`config.mk`:
```
export PLATFORM = sky130hd
export DESIGN_NAME = wb_register_file
export DESIGN_NICKNAME = d
export VERILOG_FILES = /design/src/rtl/wb_register_file.sv
export SDC_FILE = /design/constraint.sdc
export NUM_CORES = 2
export LEC_CHECK = 0
export BUFFER_PORTS_ARGS = -buffer_cell sky130_fd_sc_hd__buf_4
export CORE_ASPECT_RATIO = 1.75
export CORE_MARGIN = 4
export CORE_UTILIZATION = 35
export CTS_CLUSTER_DIAMETER = 150
export DETAILED_ROUTE_END_ITERATION = 8
export HOLD_SLACK_MARGIN = 0.02
export SLEW_MARGIN = 40
export SYNTH_ARGS = -nofsm -noshare
export SYNTH_HDL_FRONTEND = slang
export SYNTH_SLANG_ARGS = --single-unit
```
`constraint.sdc`:
```
create_clock -name clk -period 53.7 [get_ports clk]
set_clock_uncertainty 0.05 [all_clocks]
set_input_delay 10.74 -clock clk [delete_from_list [all_inputs] [get_ports clk]]
set_output_delay 10.74 -clock clk [all_outputs]
set_load 0.03 [all_outputs]
```
`src/rtl/wb_register_file.sv`:
```
// rtl/wb_register_file.sv - write-back stage: result select, 32-entry register file, retired-write counter
//
// Purpose:
//   Selects the write-back value from the MEM/WB pipeline register (load data
//   or ALU result), commits it to a 32 x N general-purpose register file, and
//   offers two combinational read ports to the ID stage. A saturating counter
//   tracks how many register writes have actually been committed.
//
// Optional build macro:
//   WB_BYPASS_EN - when defined, a read port that addresses the register being
//                  written this cycle returns the write-back value before the
//                  commit edge (write-through). When undefined, reads return
//                  stored contents only.
//
// Parameters:
//   N        - register / datapath width
//   SP_RESET - reset value of register 29 ($sp)
//   CNT_W    - width of the retired-write counter
//
// Ports:
//   clk                 in   clock, state updates on rising edge
//   reset               in   asynchronous active-high reset
//   IN_MemRead          in   1 selects load data for write-back
//   IN_RegWrite         in   write enable for this cycle's write-back
//   IN_WriteRegister    in   destination register index
//   IN_DataMemory_Data  in   load data
//   IN_ALUResult        in   ALU result
//   ReadRegister1       in   read port 1 index
//   ReadRegister2       in   read port 2 index
//   OUT_ReadData1       out  read port 1 data
//   OUT_ReadData2       out  read port 2 data
//   OUT_WriteBackData   out  selected write-back value (to forwarding)
//   OUT_RetireCount     out  committed register writes, saturating

module wb_register_file #(
    parameter int           N        = 32,
    parameter logic [N-1:0] SP_RESET = 32'h7FFF_EFFC,
    parameter int           CNT_W    = 16
) (
    input  logic             clk,
    input  logic             reset,
    input  logic             IN_MemRead,
    input  logic             IN_RegWrite,
    input  logic [4:0]       IN_WriteRegister,
    input  logic [N-1:0]     IN_DataMemory_Data,
    input  logic [N-1:0]     IN_ALUResult,
    input  logic [4:0]       ReadRegister1,
    input  logic [4:0]       ReadRegister2,
    output logic [N-1:0]     OUT_ReadData1,
    output logic [N-1:0]     OUT_ReadData2,
    output logic [N-1:0]     OUT_WriteBackData,
    output logic [CNT_W-1:0] OUT_RetireCount
);

    localparam logic [4:0] SP_INDEX = 5'd29;

    logic [N-1:0]     regs [0:31];
    logic [N-1:0]     wb_data;
    logic             commit;
    logic [CNT_W-1:0] retire_count;

    // Write-back select. The commit path below is gated only by IN_RegWrite,
    // so an unknown IN_MemRead on a non-writing cycle never reaches state.
    always_comb begin
        wb_data = IN_ALUResult;
        if (IN_MemRead) begin
            wb_data = IN_DataMemory_Data;
        end
    end

    // A write to register 0 is not a commit: it neither changes state nor
    // counts as a retired write.
    assign commit = IN_RegWrite && (IN_WriteRegister != 5'd0);

    // Register array. Entry 0 is held at zero and never written; reads of
    // index 0 are also forced to zero below, so the entry only keeps the
    // array indexable by the full 5-bit address.
    always_ff @(posedge clk or posedge reset) begin
        if (reset) begin
            for (int i = 0; i < 32; i++) begin
                regs[i] <= (i == int'(SP_INDEX)) ? SP_RESET : '0;
            end
        end else if (commit) begin
            regs[IN_WriteRegister] <= wb_data;
        end
    end

    // Retired-write counter, saturating at all-ones.
    always_ff @(posedge clk or posedge reset) begin
        if (reset) begin
            retire_count <= '0;
        end else if (commit && (retire_count != '1)) begin
            retire_count <= retire_count + CNT_W'(1);
        end
    end

    // Combinational read ports. Register 0 always reads zero; with the
    // bypass build a same-cycle write to the addressed register is
    // forwarded ahead of the commit edge.
    always_comb begin
        OUT_ReadData1 = '0;
        if (ReadRegister1 != 5'd0) begin
            OUT_ReadData1 = regs[ReadRegister1];
        end
`ifdef WB_BYPASS_EN
        if (commit && (ReadRegister1 == IN_WriteRegister)) begin
            OUT_ReadData1 = wb_data;
        end
`endif
    end

    always_comb begin
        OUT_ReadData2 = '0;
        if (ReadRegister2 != 5'd0) begin
            OUT_ReadData2 = regs[ReadRegister2];
        end
`ifdef WB_BYPASS_EN
        if (commit && (ReadRegister2 == IN_WriteRegister)) begin
            OUT_ReadData2 = wb_data;
        end
`endif
    end

    assign OUT_WriteBackData = wb_data;
    assign OUT_RetireCount   = retire_count;

endmodule

```
# Word-level counts from Yosys, hierarchy flattened

Cells that the tools add are included.

Register bits: 1,040
Input bits: 83
Output and inout port bits: 112
Logic and storage cells: 60

$add $sub $neg: 1
Order comparisons: 4
Equal/unequal tests: 1
Multiplexer cells: 12
Bitwise gates (word level): 3
Reductions and logical operators: 6

Operator list:

| operator                                                                     | number |
|---|---|
| 1024-bit bitwise mux                                                         | 1 |
| 32-bit binary-select mux with 5-bit select                                   | 2 |
| 32-bit two-way mux                                                           | 8 |
| 32-bit demux with 5-bit select                                               | 1 |
| 6-bit >= comparator, second input constant                                   | 3 |
| 5-bit NOT with 6-bit output                                                  | 3 |
| 16-bit by 1-bit adder with 16-bit output, second input constant              | 1 |
| 16-bit inequality test, second input constant                                | 1 |
| 5-bit nonzero test                                                           | 3 |
| 6-bit by 1-bit less-than comparator with 1-bit output, second input constant | 1 |
| 1-bit logical AND                                                            | 3 |

# Logic depth before layout (Yosys ltp)

Word-level depth: 6
Depth in mapped cells: 9
Mapped depth without buffers: 5

# Worst setup path after synthesis

No wires, ideal clock.

Path kind: input-to-output
From: input port ReadRegister1[0]
To: output port OUT_ReadData1[28]
Arrival: 13.346 ns
Data required time: 42.910 ns
Path slack: 29.564 ns
Cell stages on the path: 7
Path buffers: 5
Cell sequence: buf_4 buf_6 buf_6 buf_2 buf_2 a211oi_1 a2111oi_0

Cells in the longest elaborated chain, start to end: 5
Elaborated cells on any way between the ends: 6
Those cells by class: mux: 4; bitwise: 1; reduce/logical: 1

Ends and longest elaborated chain:

| what                                                   | RTL line | source |
|---|---|---|
| from (decl)                                            | 47       | `input logic [4:0] ReadRegister1,` |
| 5-bit NOT with 6-bit output (not written as such)      | 103      | `OUT_ReadData1 = regs[ReadRegister1];` |
| 32-bit binary-select mux with 5-bit select             | 103      |  |
| 32-bit two-way mux (not written as such) (2 in series) | 103      |  |
| 32-bit two-way mux (*)                                 | 102      | `if (ReadRegister1 != 5'd0) begin` |
| to (decl)                                              | 49       | `output logic [N-1:0] OUT_ReadData1,` |

Mark *: on every way between the ends. The rest lies on a longest branch, timed or not. The select of a mux whose other input is x is not followed.

# Worst setup path in the final report

From: input port ReadRegister1[1]
To: output port OUT_ReadData1[12]

Same word-level chain as after synthesis.

==> qor.yml <==
status: "finished clean"
antenna_found_initial: 9
synth_async_sr_flop_share_pct: 100
met2_usage_pct: 39.6
startpoint: "ReadRegister1[1]"
hp-class: "flop to flop"
ir_drop_uv: 23.4
p_int_mw: 1.61
synthesis.nets: 4826
finalCritPeriodShare_pct: 47.2
share_comb_of_total_power_pct: 23.6
syn2layout_area_growth_pct: 13.1
nFillCells: 14482
grt_busiest_layer: "met2"
drtIter0Drc: 3970
reg2reg_setup_slack_ns: 51.70
postCtsHoldBufs: 0
fp.dieArea_sq_um: 160000
die_w_microns: 304
cts.sinks: 1040
syn_area_per_cell_sq_um: 11.3
via_per_inst: 5.92
core_area_sq_um: 152000
grt_pass1_wl_microns: 281000
start_util_pct: 35.3
post-cts-setup-buffer-count: 0
critical_path_required_ns: 42.91
startpoint_type: "input pin"
ys_seq_elements: 1040
sw_frac_of_total_pct: 31.0
criticalPathCategory: "input pin to output pin"
drc: 0
seq_area_frac_synth_pct: 48.7
dpl.hpwl_microns: 113000
portBuffers: 194
numCtsBuffers: 93
dp.cells: 6558
fin_cells: 6733
endpoint_kind: "output pin"
cp-endpoint: "OUT_ReadData1[12]"
io_pins: 195
cts_tree: "yes"
htree_levels: 3
grt_max_degree: 148
tns_ns: 0
cts-resized-gates: 0
tightestPinTransition_ns: 0.956
rsz0062_at_grt: "no"
p_seq_share_pct: 46.1
avgRoutedWirePerCell_microns: 28.5
drv_slew: 0
use_met1_pct: 29.2
synthFlopType: "dfrtp_1"
die_h_microns: 525
ant_nets: 0
synth_warnings: 0
gr-total-overflow: 0
nets: 4735
power_leakage_nw: 25.3
rows: 189
vias: 39829
drt_wl_total_microns: 192000
clockRootBuffer: "clkbuf_16"
path_clk_slew_ns: 0.07
place.gp.congestion: 0.819
grt_pass1_vias: 40855
first_pass_iters: 6
slew-limit-headroom_pct: 36.3
synthDistinctLibCells: 46
reg2reg_from: "OUT_RetireCount[10]"
layout_min_cycle_time_ns: 25.35
clock_power_share_pct: 30.3
max_freq_mhz: 39.4
rr_endpoint: "OUT_RetireCount[1]"
reg2reg_depth: 4
syn_area_sq_um: 53500
clock_latency_ns: 0.69
drv_cap: 0
syn_inst: 4742
setup_viol: 0
hold_viol: 0
globalRouteMet3Util_pct: 4.21
synth_edf_count: 0
p_switching_mw: 0.722
path_max_fanout: 39
p_per_area_nw_per_um2: 38.5
grt_use_total_pct: 23.8
drive_gt1_share_pct: 24.2
clock_path_buffers: 3
cp_data_arrival_time_ns: 14.56
state kept, by name, indices dropped and copies added (netlist names):
register         flops
OUT_RetireCount     16
regs              1024
layer usage:
| layer | part of all wire [%] | vias to the layer above | wire length [microns] |
|---|---|---|---|
| met4 | 6.8 | 6 | 13000 |
| met5 | 0.021 | - | 41 |
| li1 | - | 16947 | - |
| met1 | 38 | 20538 | 72300 |
| met3 | 7.3 | 543 | 14000 |
| met2 | 48 | 1795 | 92500 |
worst max-delay path, cell delays in order:
cell and delay (ns):
buf_8 0.39, buf_16 0.31, buf_4 0.68, buf_4 0.66, mux4_2 0.35, mux2i_1 0.08, nor2_1 0.13, a221oi_1 0.07
a2111oi_2 0.67, buf_4 0.22, buf_4 0.15
cell usage in the layout (no fill, tap or decap), drive strengths merged, types with 2 or more instances in the layout:
cell,instances
a2111oi,29
a211o,15
a211oi,59
a21oi,449
a221oi,48
a22oi,16
a31oi,5
and2,2
and3,3
and4,4
buf,329
bufinv,8
clkbuf,136
clkinv,18
clkinvlp,6
dfrtp,1012
dfstp,28
diode,2
inv,37
mux2,38
mux2i,128
mux4,512
nand2,645
nand2b,2
nand3,6
nand3b,3
nand4,7
nand4b,3
nor2,456
nor2b,62
nor3b,3
nor4b,2
o21ai,629
or2,3
xnor2,8
xor2,7
area by class of cell:
type	instances	area, sq um	area share (%)
clock buffers	136	2700	4.46
inverters	35	144	0.238
diodes	2	5.00	0.00827
clock inverters	34	415	0.686
flip-flops and latches	1040	26100	43.0
multi-input cells	3152	25800	42.6
repair buffers	329	2910	4.80
well taps	2005	2510	4.14
cell families (layout without fill, tap and decap cells):
| logic type | Yosys count | after routing | synth area share (%) |
|---|---|---|---|
| AOI/OAI and AO/OA | 1253 | 1253 | 12.7 |
| xor gates and xnor gates | 15 | 15 | 0.245 |
| adders and majority gates | 1 | 1 | 0.0234 |
| buffers and inverters | 550 | 534 | 4.55 |
| DFF | 1040 | 1040 | 48.7 |
| muxes | 678 | 678 | 24.7 |
| other | 0 | 2 | 0 |
| and+or+nand+nor | 1205 | 1205 | 9.02 |
power by group through the flow:
stage / clock network, mW / logic, mW / registers, mW
2_1_floorplan: 0 / 0.398 / 1.05
3_3_place_gp: 0 / 0.534 / 1.07
3_5_place_dp: 0 / 0.552 / 1.09
4_1_cts: 0.717 / 0.554 / 1.07
5_1_grt: 0.746 / 0.602 / 1.10
6_report: 0.706 / 0.550 / 1.08
how the worst min path moves through the flow:
stage | startpoint | to | slack, ns | cells past startpoint
after global routing | regs[1006] | regs[1006] | 0.36 | 0
after global placement | regs[992] | regs[992] | 0.33 | 0
after detailed placement | regs[993] | regs[993] | 0.33 | 0
final | regs[997] | regs[997] | 0.35 | 0
after CTS | regs[1001] | regs[1001] | 0.35 | 0
after floorplan | regs[1000] | regs[1000] | 0.39 | 1
through the flow:
stage / total power, mW / cell area [sq um] / worst slack, ns / utilization, % / hold WS [ns]
2_1_floorplan: 1.45 / 53500 / 13.69 / - / 0.391
3_3_place_gp: 1.61 / 56800 / 27.84 / 37.4 / 0.326
3_5_place_dp: 1.64 / 57300 / 28.31 / 37.8 / 0.332
4_1_cts: 2.34 / 60400 / 28.31 / 39.8 / 0.349
5_1_grt: 2.44 / 60500 / 28.13 / 39.9 / 0.360
6_report: 2.33 / 60500 / 28.35 / 39.9 / 0.351
synthesized netlist by cell type, types with 2 or more instances:
| library cell | n | area share [%] |
|---|---|---|
| buf_4 | 33 | 0.46 |
| a221oi_1 | 48 | 0.79 |
| a21oi_1 | 449 | 4.2 |
| and4_1 | 4 | 0.065 |
| a22oi_1 | 16 | 0.22 |
| mux2i_1 | 128 | 2.4 |
| clkbuf_1 | 372 | 2.6 |
| nand3_1 | 6 | 0.056 |
| nand2b_1 | 2 | 0.023 |
| and2_1 | 2 | 0.023 |
| nand4_1 | 7 | 0.082 |
| nand2_1 | 645 | 4.5 |
| a31oi_1 | 5 | 0.058 |
| dfrtp_1 | 1012 | 47 |
| mux2_2 | 38 | 0.80 |
| a211oi_1 | 59 | 0.83 |
| or2_2 | 3 | 0.035 |
| o21ai_1 | 4 | 0.037 |
| buf_1 | 7 | 0.049 |
| xnor2_1 | 8 | 0.13 |
| and3_1 | 3 | 0.035 |
| o21ai_0 | 625 | 5.8 |
| xor2_1 | 7 | 0.11 |
| nand3b_1 | 3 | 0.042 |
| buf_2 | 84 | 0.79 |
| inv_1 | 35 | 0.25 |
| a2111oi_0 | 28 | 0.46 |
| buf_6 | 19 | 0.40 |
| a211o_1 | 15 | 0.25 |
| mux4_2 | 512 | 22 |
| nand4b_1 | 3 | 0.049 |
| dfstp_2 | 28 | 1.4 |
| nor3b_1 | 3 | 0.042 |
| nor2_1 | 456 | 3.2 |
| nor2b_1 | 62 | 0.72 |
Note: power is estimated with default switching activity, not from simulation.
